[config.mk]
export PLATFORM = sky130hd
export DESIGN_NAME = ysyx_24080014_lsu
export DESIGN_NICKNAME = d
export VERILOG_FILES = /design/src/rtl/ysyx_24080014_lsu.sv
export SDC_FILE = /design/constraint.sdc
export NUM_CORES = 1
export LEC_CHECK = 0
export ABC_AREA = 0
export BUFFER_PORTS_ARGS = -buffer_cell sky130_fd_sc_hd__buf_2
export CAP_MARGIN = 15
export CORE_UTILIZATION = 54
export CTS_CLUSTER_DIAMETER = 60
export CTS_CLUSTER_SIZE = 28
export DETAILED_ROUTE_END_ITERATION = 12
export GPL_TIMING_DRIVEN = 0
export PLACE_DENSITY_LB_ADDON = 0.2
export SYNTH_ARGS = -nofsm -noshare
export SYNTH_HDL_FRONTEND = slang
export SYNTH_SLANG_ARGS = --single-unit
[constraint.sdc]
create_clock -name clk -period 3 [get_ports clk]
set_input_delay 0.6 -clock clk [delete_from_list [all_inputs] [get_ports clk]]
set_output_delay 0.6 -clock clk [all_outputs]
set_load 0.05 [all_outputs]
[src/rtl/ysyx_24080014_lsu.sv]
`default_nettype none
// ============================================================================
// ysyx_24080014_lsu : load/store unit, one outstanding access on a valid/ready
//                     data bus, with misalign/illegal/timeout error reporting.
// Revision: 1.0
// ============================================================================
module ysyx_24080014_lsu #(
  parameter int unsigned TIMEOUT = 255
) (
  input  logic        clk,
  input  logic        rst_n,
  input  logic        req_valid,
  output logic        req_ready,
  input  logic [2:0]  mem_op,
  input  logic        mem_wen,
  input  logic [31:0] addr,
  input  logic [31:0] wdata,
  output logic        resp_valid,
  output logic        resp_err,
  output logic [31:0] read_data,
  output logic        bus_req_valid,
  input  logic        bus_req_ready,
  output logic [31:0] bus_addr,
  output logic        bus_wen,
  output logic [3:0]  bus_wstrb,
  output logic [31:0] bus_wdata,
  input  logic        bus_rsp_valid,
  input  logic        bus_rsp_err,
  input  logic [31:0] bus_rdata
);

  typedef enum logic [1:0] {S_IDLE, S_REQ, S_WAIT, S_RESP} state_t;

  localparam logic [7:0] c_TO_LAST = 8'(TIMEOUT - 1);

  state_t      r_state;
  logic [2:0]  r_op;
  logic        r_wen;
  logic [1:0]  r_off;
  logic [7:0]  r_cnt;
  logic        r_req_ready;
  logic        r_resp_valid;
  logic        r_resp_err;
  logic [31:0] r_read_data;
  logic        r_bus_req_valid;
  logic [31:0] r_bus_addr;
  logic        r_bus_wen;
  logic [3:0]  r_bus_wstrb;
  logic [31:0] r_bus_wdata;

  logic        w_accept;
  logic        w_illegal;
  logic        w_misal;
  logic [3:0]  w_strb;
  logic [31:0] w_wdata;
  logic [7:0]  w_byte;
  logic [15:0] w_half;
  logic [31:0] w_ext;

  assign w_accept = req_valid && r_req_ready;

  // Stores only have sb/sh/sw; loads additionally allow lbu/lhu.
  assign w_illegal = mem_wen ? (mem_op[2] || (mem_op[1:0] == 2'b11))
                             : ((mem_op == 3'b011) || (mem_op[2:1] == 2'b11));

  assign w_misal = ((mem_op[1:0] == 2'b01) && addr[0]) ||
                   ((mem_op[1:0] == 2'b10) && (addr[1:0] != 2'b00));

  always_comb begin
    w_strb  = 4'b0000;
    w_wdata = wdata;
    if (mem_wen) begin
      case (mem_op[1:0])
        2'b00: begin
          w_strb  = 4'b0001 << addr[1:0];
          w_wdata = {4{wdata[7:0]}};
        end
        2'b01: begin
          w_strb  = 4'b0011 << addr[1:0];
          w_wdata = {2{wdata[15:0]}};
        end
        default: w_strb = 4'b1111;
      endcase
    end
  end

  always_comb begin
    w_byte = bus_rdata[7:0];
    case (r_off)
      2'd1:    w_byte = bus_rdata[15:8];
      2'd2:    w_byte = bus_rdata[23:16];
      2'd3:    w_byte = bus_rdata[31:24];
      default: w_byte = bus_rdata[7:0];
    endcase
    w_half = r_off[1] ? bus_rdata[31:16] : bus_rdata[15:0];
    case (r_op)
      3'b000:  w_ext = {{24{w_byte[7]}}, w_byte};
      3'b001:  w_ext = {{16{w_half[15]}}, w_half};
      3'b100:  w_ext = {24'd0, w_byte};
      3'b101:  w_ext = {16'd0, w_half};
      default: w_ext = bus_rdata;
    endcase
  end

  always_ff @(posedge clk or negedge rst_n) begin
    if (!rst_n) begin
      r_state         <= S_IDLE;
      r_op            <= 3'd0;
      r_wen           <= 1'b0;
      r_off           <= 2'd0;
      r_cnt           <= 8'd0;
      r_req_ready     <= 1'b1;
      r_resp_valid    <= 1'b0;
      r_resp_err      <= 1'b0;
      r_read_data     <= 32'd0;
      r_bus_req_valid <= 1'b0;
      r_bus_addr      <= 32'd0;
      r_bus_wen       <= 1'b0;
      r_bus_wstrb     <= 4'd0;
      r_bus_wdata     <= 32'd0;
    end else begin
      r_resp_valid <= 1'b0;
      case (r_state)
        S_IDLE: begin
          if (w_accept) begin
            r_op        <= mem_op;
            r_wen       <= mem_wen;
            r_off       <= addr[1:0];
            r_req_ready <= 1'b0;
            if (w_illegal || w_misal) begin
              r_state      <= S_RESP;
              r_resp_valid <= 1'b1;
              r_resp_err   <= 1'b1;
              r_read_data  <= 32'd0;
            end else begin
              r_state         <= S_REQ;
              r_bus_req_valid <= 1'b1;
              r_bus_addr      <= {addr[31:2], 2'b00};
              r_bus_wen       <= mem_wen;
              r_bus_wstrb     <= w_strb;
              r_bus_wdata     <= w_wdata;
            end
          end
        end
        S_REQ: begin
          if (bus_req_ready) begin
            r_bus_req_valid <= 1'b0;
            r_cnt           <= 8'd0;
            r_state         <= S_WAIT;
          end
        end
        S_WAIT: begin
          if (bus_rsp_valid) begin
            r_state      <= S_RESP;
            r_resp_valid <= 1'b1;
            r_resp_err   <= bus_rsp_err;
            r_read_data  <= (!r_wen && !bus_rsp_err) ? w_ext : 32'd0;
          end else if (r_cnt == c_TO_LAST) begin
            r_state      <= S_RESP;
            r_resp_valid <= 1'b1;
            r_resp_err   <= 1'b1;
            r_read_data  <= 32'd0;
          end else begin
            r_cnt <= r_cnt + 8'd1;
          end
        end
        default: begin
          r_state     <= S_IDLE;
          r_resp_err  <= 1'b0;
          r_req_ready <= 1'b1;
        end
      endcase
    end
  end

  assign req_ready     = r_req_ready;
  assign resp_valid    = r_resp_valid;
  assign resp_err      = r_resp_err;
  assign read_data     = r_read_data;
  assign bus_req_valid = r_bus_req_valid;
  assign bus_addr      = r_bus_addr;
  assign bus_wen       = r_bus_wen;
  assign bus_wstrb     = r_bus_wstrb;
  assign bus_wdata     = r_bus_wdata;

endmodule
`default_nettype wire
==> metrics.md <==
| Metric | Value |
|---|---|
| Ys Warns | 0 |
| CP endpoint kind | register |
| H-tree levels | 4 |
| Diode count | 0 |
| Largest net degree at the start of global routing | 63 |
| Initial antenna violation count | 0 |
| Core Area | 10800 um2 |
| Distinct cells, synth | 51 |
| Gate power share | 49.6% |
| Critical Path Source | r_state[0]$_DFFE_PN0P_ |
| Antenna-violating nets left | 0 |
| Ys async rst share | 100% |
| Clk_lat worst skew | 0.52 ns |
| Sequential element share of the synthesized area | 49.9% |
| DR WL/cell | 16.9 um |
| First-pass GRT wire length | 25300 um |
| Vias | 5093 |
| Net Sw Frac | 47.3% |
| Die ar. | 11500 um2 |
| Final Util | 72.6% |
| Worst path arrival time | 2.68 ns |
| PwrDens | 1180 nW/um2 |
| Yosys top cell by area | dfrtp_1 |
| Die height | 107 um |
| Max Cap Viol | 0 |
| Crit Reg-Reg Startpoint | r_state[0]$_DFFE_PN0P_ |
| Area delta synth->final | 31.3% |
| CTS tree | built |
| Seq pwr share | 27.7% |
| Post-synth EDFFs | 0 |
| Crit path kind | reg -> reg |
| Flop-to-flop setup slack | 0.69 ns |
| Synth top area cells | dfrtp_1 49%, mux2i_1 9.7%, mux2_2 7.9%, o21ai_0 3.9%, a32o_1 2.7% |
| R2r worst-path depth | 8 |
| DRC errors left | 0 |
| Critical-path cell list | inv_1 -> ha_1 -> buf_4 -> nand3_1 -> o21bai_2 -> buf_6 -> clkbuf_1 -> o21ai_0 |
| Peak supply drop | 749 uV |
| Post-CTS setup buffer count | 0 |
| Final setup TNS | 0 ns |
| Most used flip-flop cell after synthesis | dfrtp_1 |
| Cells after Synth | 536 |
| Final worst path period share | 76.9% |
| Vias per cell | 5.55 |
| CP max-delay cell | clkbuf_1 |
| Num CTS Buffers | 17 |
| Worst Max-Slew Pin Slew | 0.619 ns |
| RR Endpoint | bus_wstrb[3]$_DFFE_PN0P_ |
| Setup Viol. Count Final | 0 |
| Clock buffer depth | 2 |
| Post-CTS sizing | 0 |
| Clock power frac | 22.7% |
| Final Hold Fails | 0 |
| Port buffer count | 207 |
| Required time worst endpoint | 3.38 ns |
| Hold Buf Count CTS | 0 |
| Tot Pwr | 9260 uW |
| Internal power | 4880 uW |
| Status | completed |
| Vias in the first global route | 5264 |
| Mapped cell area | 5970 um2 |
| Sw Pwr | 4380 uW |
| Site row count | 38 |
| DP Area | 7220 um2 |
| Worst path max stage delay | 0.42 ns |
| Commonest non-fill, non-tap cell in the layout | buf_2 |
| Final Max Tran Viols | 0 |
| CTS sink cnt | 119 |
| Clk_skew | 0.00606 ns |
| CP startpoint kind | register |
| Final instance area | 7830 um2 |
| Fmax | 0.434 GHz |
| Top-area cell type share of the netlist area | 49.5% |
| #FFs+latches synth | 119 |
| Slew HR | 58.7% |
| Worst Setup EP | bus_wstrb[3]$_DFFE_PN0P_ |
| Clock root buffer | clkbuf_8 |
| Hold WC Path Type | in -> async |
| Final HPWL DP | 11600 um |
| I/O pin cnt | 211 |
| Die W | 107 um |
| Total track usage | 28.4% |
| Leakage power | 0.00400 uW |
| Share of cells above drive strength 1 | 40.3% |
| Most frequent cells in the layout | 214 x buf_2, 118 x dfrtp_1, 58 x mux2i_1 |
| DRT iter0 DRCs | 179 |
| Remaining Overflow, GRT | 0 |
| Total Wirelength | 15500 um |
| Crit path max fanout | 10 |
| Clock-pin slew on the worst setup and hold paths | 0.06 ns |
| Starting density of the core | 55.3% |
| Placer congestion estimate | 0.870 |
| Post-Syn Area per Cell | 11.1 um2 |
| Min Tclk post-route | 2.31 ns |
| Pre-Repair DR Iteration Count | 4 |
| Layout net count | 876 |
| RSZ-0062 raised after global routing | false |
| WHS | 0.0387 ns |
metrics by stage:
| stage | setup slack [ns] | std cells |
|---|---|---|
| after floorplan | 1.03 | 537 |
| after global placement | -0.0821 | 884 |
| after detailed placement | 0.689 | 885 |
| after CTS | 0.680 | 917 |
| after global routing | 0.560 | 917 |
| final | 0.694 | 917 |
cell type report:
cell class | count | area, um2
buffer | 37 | 216
clock buffer | 17 | 414
clock inverter | 15 | 203
fill | 788 | 2960
inverter | 24 | 90.1
multi-input combinational | 357 | 2690
sequential | 119 | 2980
tap | 140 | 175
timing repair buffer | 208 | 1070
power by group through the flow:
stage	combinational, uW	clock, uW	sequential [uW]
global route	4870	2210	2630
global placement	4490	0	2530
finish	4590	2100	2560
floorplan	1620	0	4390
detailed placement	4590	0	2570
CTS	4600	2130	2560
Yosys cell counts, types with 2 or more instances:
cell	n
o2111ai_1	8
mux2_2	42
o21ai_0	47
mux2i_1	58
o31ai_1	2
o21bai_1	3
nand4_1	2
nand2b_1	21
mux2_1	6
a211oi_1	2
a32o_1	16
buf_6	6
a21oi_1	17
nor2b_1	9
a22o_1	7
buf_4	6
buf_2	8
ha_1	6
nand2_1	42
dfrtp_1	118
a21o_1	2
nor2_1	23
o221ai_1	9
nand3_1	4
clkbuf_1	16
nor2_2	2
inv_1	24
nor3b_1	7
registers in the layout, indices dropped and copies added (netlist names), 2 cells and up:
name and count:
r_state 2, read_data 32, bus_wstrb 4, r_cnt 8, bus_wdata 32, r_op 3, bus_addr 30, r_off 2
layer usage:
layer / vias to the layer above / track usage [%] / share of wire, %
met1: 2498 / 33.9 / 41
met4: 0 / 10.9 / 2.0
li1: 2397 / - / -
met5: - / 0 / 0
met2: 174 / 48.3 / 51
met3: 24 / 8.51 / 6.7
worst max-delay path, delay by kind of cell (launching register included):
kind	cells	cell delay, ns
buffers and inverters	4	0.87
AOI/OAI and AO/OA	2	0.44
DFF	1	0.37
and+or+nand+nor	1	0.29
adders and majority gates	1	0.20
worst min-delay path by stage:
| stage | startpoint | endpoint | cells after the start |
|---|---|---|---|
| after floorplan | rst_n | bus_addr[10]$_DFFE_PN0P_ | 0 |
| after global placement | bus_wdata[29]$_DFFE_PN0P_ | bus_wdata[29]$_DFFE_PN0P_ | 2 |
| after detailed placement | bus_wdata[31]$_DFFE_PN0P_ | bus_wdata[31]$_DFFE_PN0P_ | 2 |
| after CTS | rst_n | read_data[0]$_DFFE_PN0P_ | 1 |
| after global routing | rst_n | read_data[0]$_DFFE_PN0P_ | 1 |
| final | rst_n | read_data[0]$_DFFE_PN0P_ | 1 |
cells by family (layout without fill, tap and decap cells):
family	Yosys count	after routing	synth area share, %
AO/OA/AOI/OAI	125	125	14.7
flip-flops	119	119	49.9
multiplexers	106	106	18.8
adder cells (fa/ha/maj)	6	6	1.26
other	1	2	0.0628
buffers and inverters	61	301	5.14
AND/OR/NAND/NOR	118	118	10.1
(Power assumes the default switching activity.)
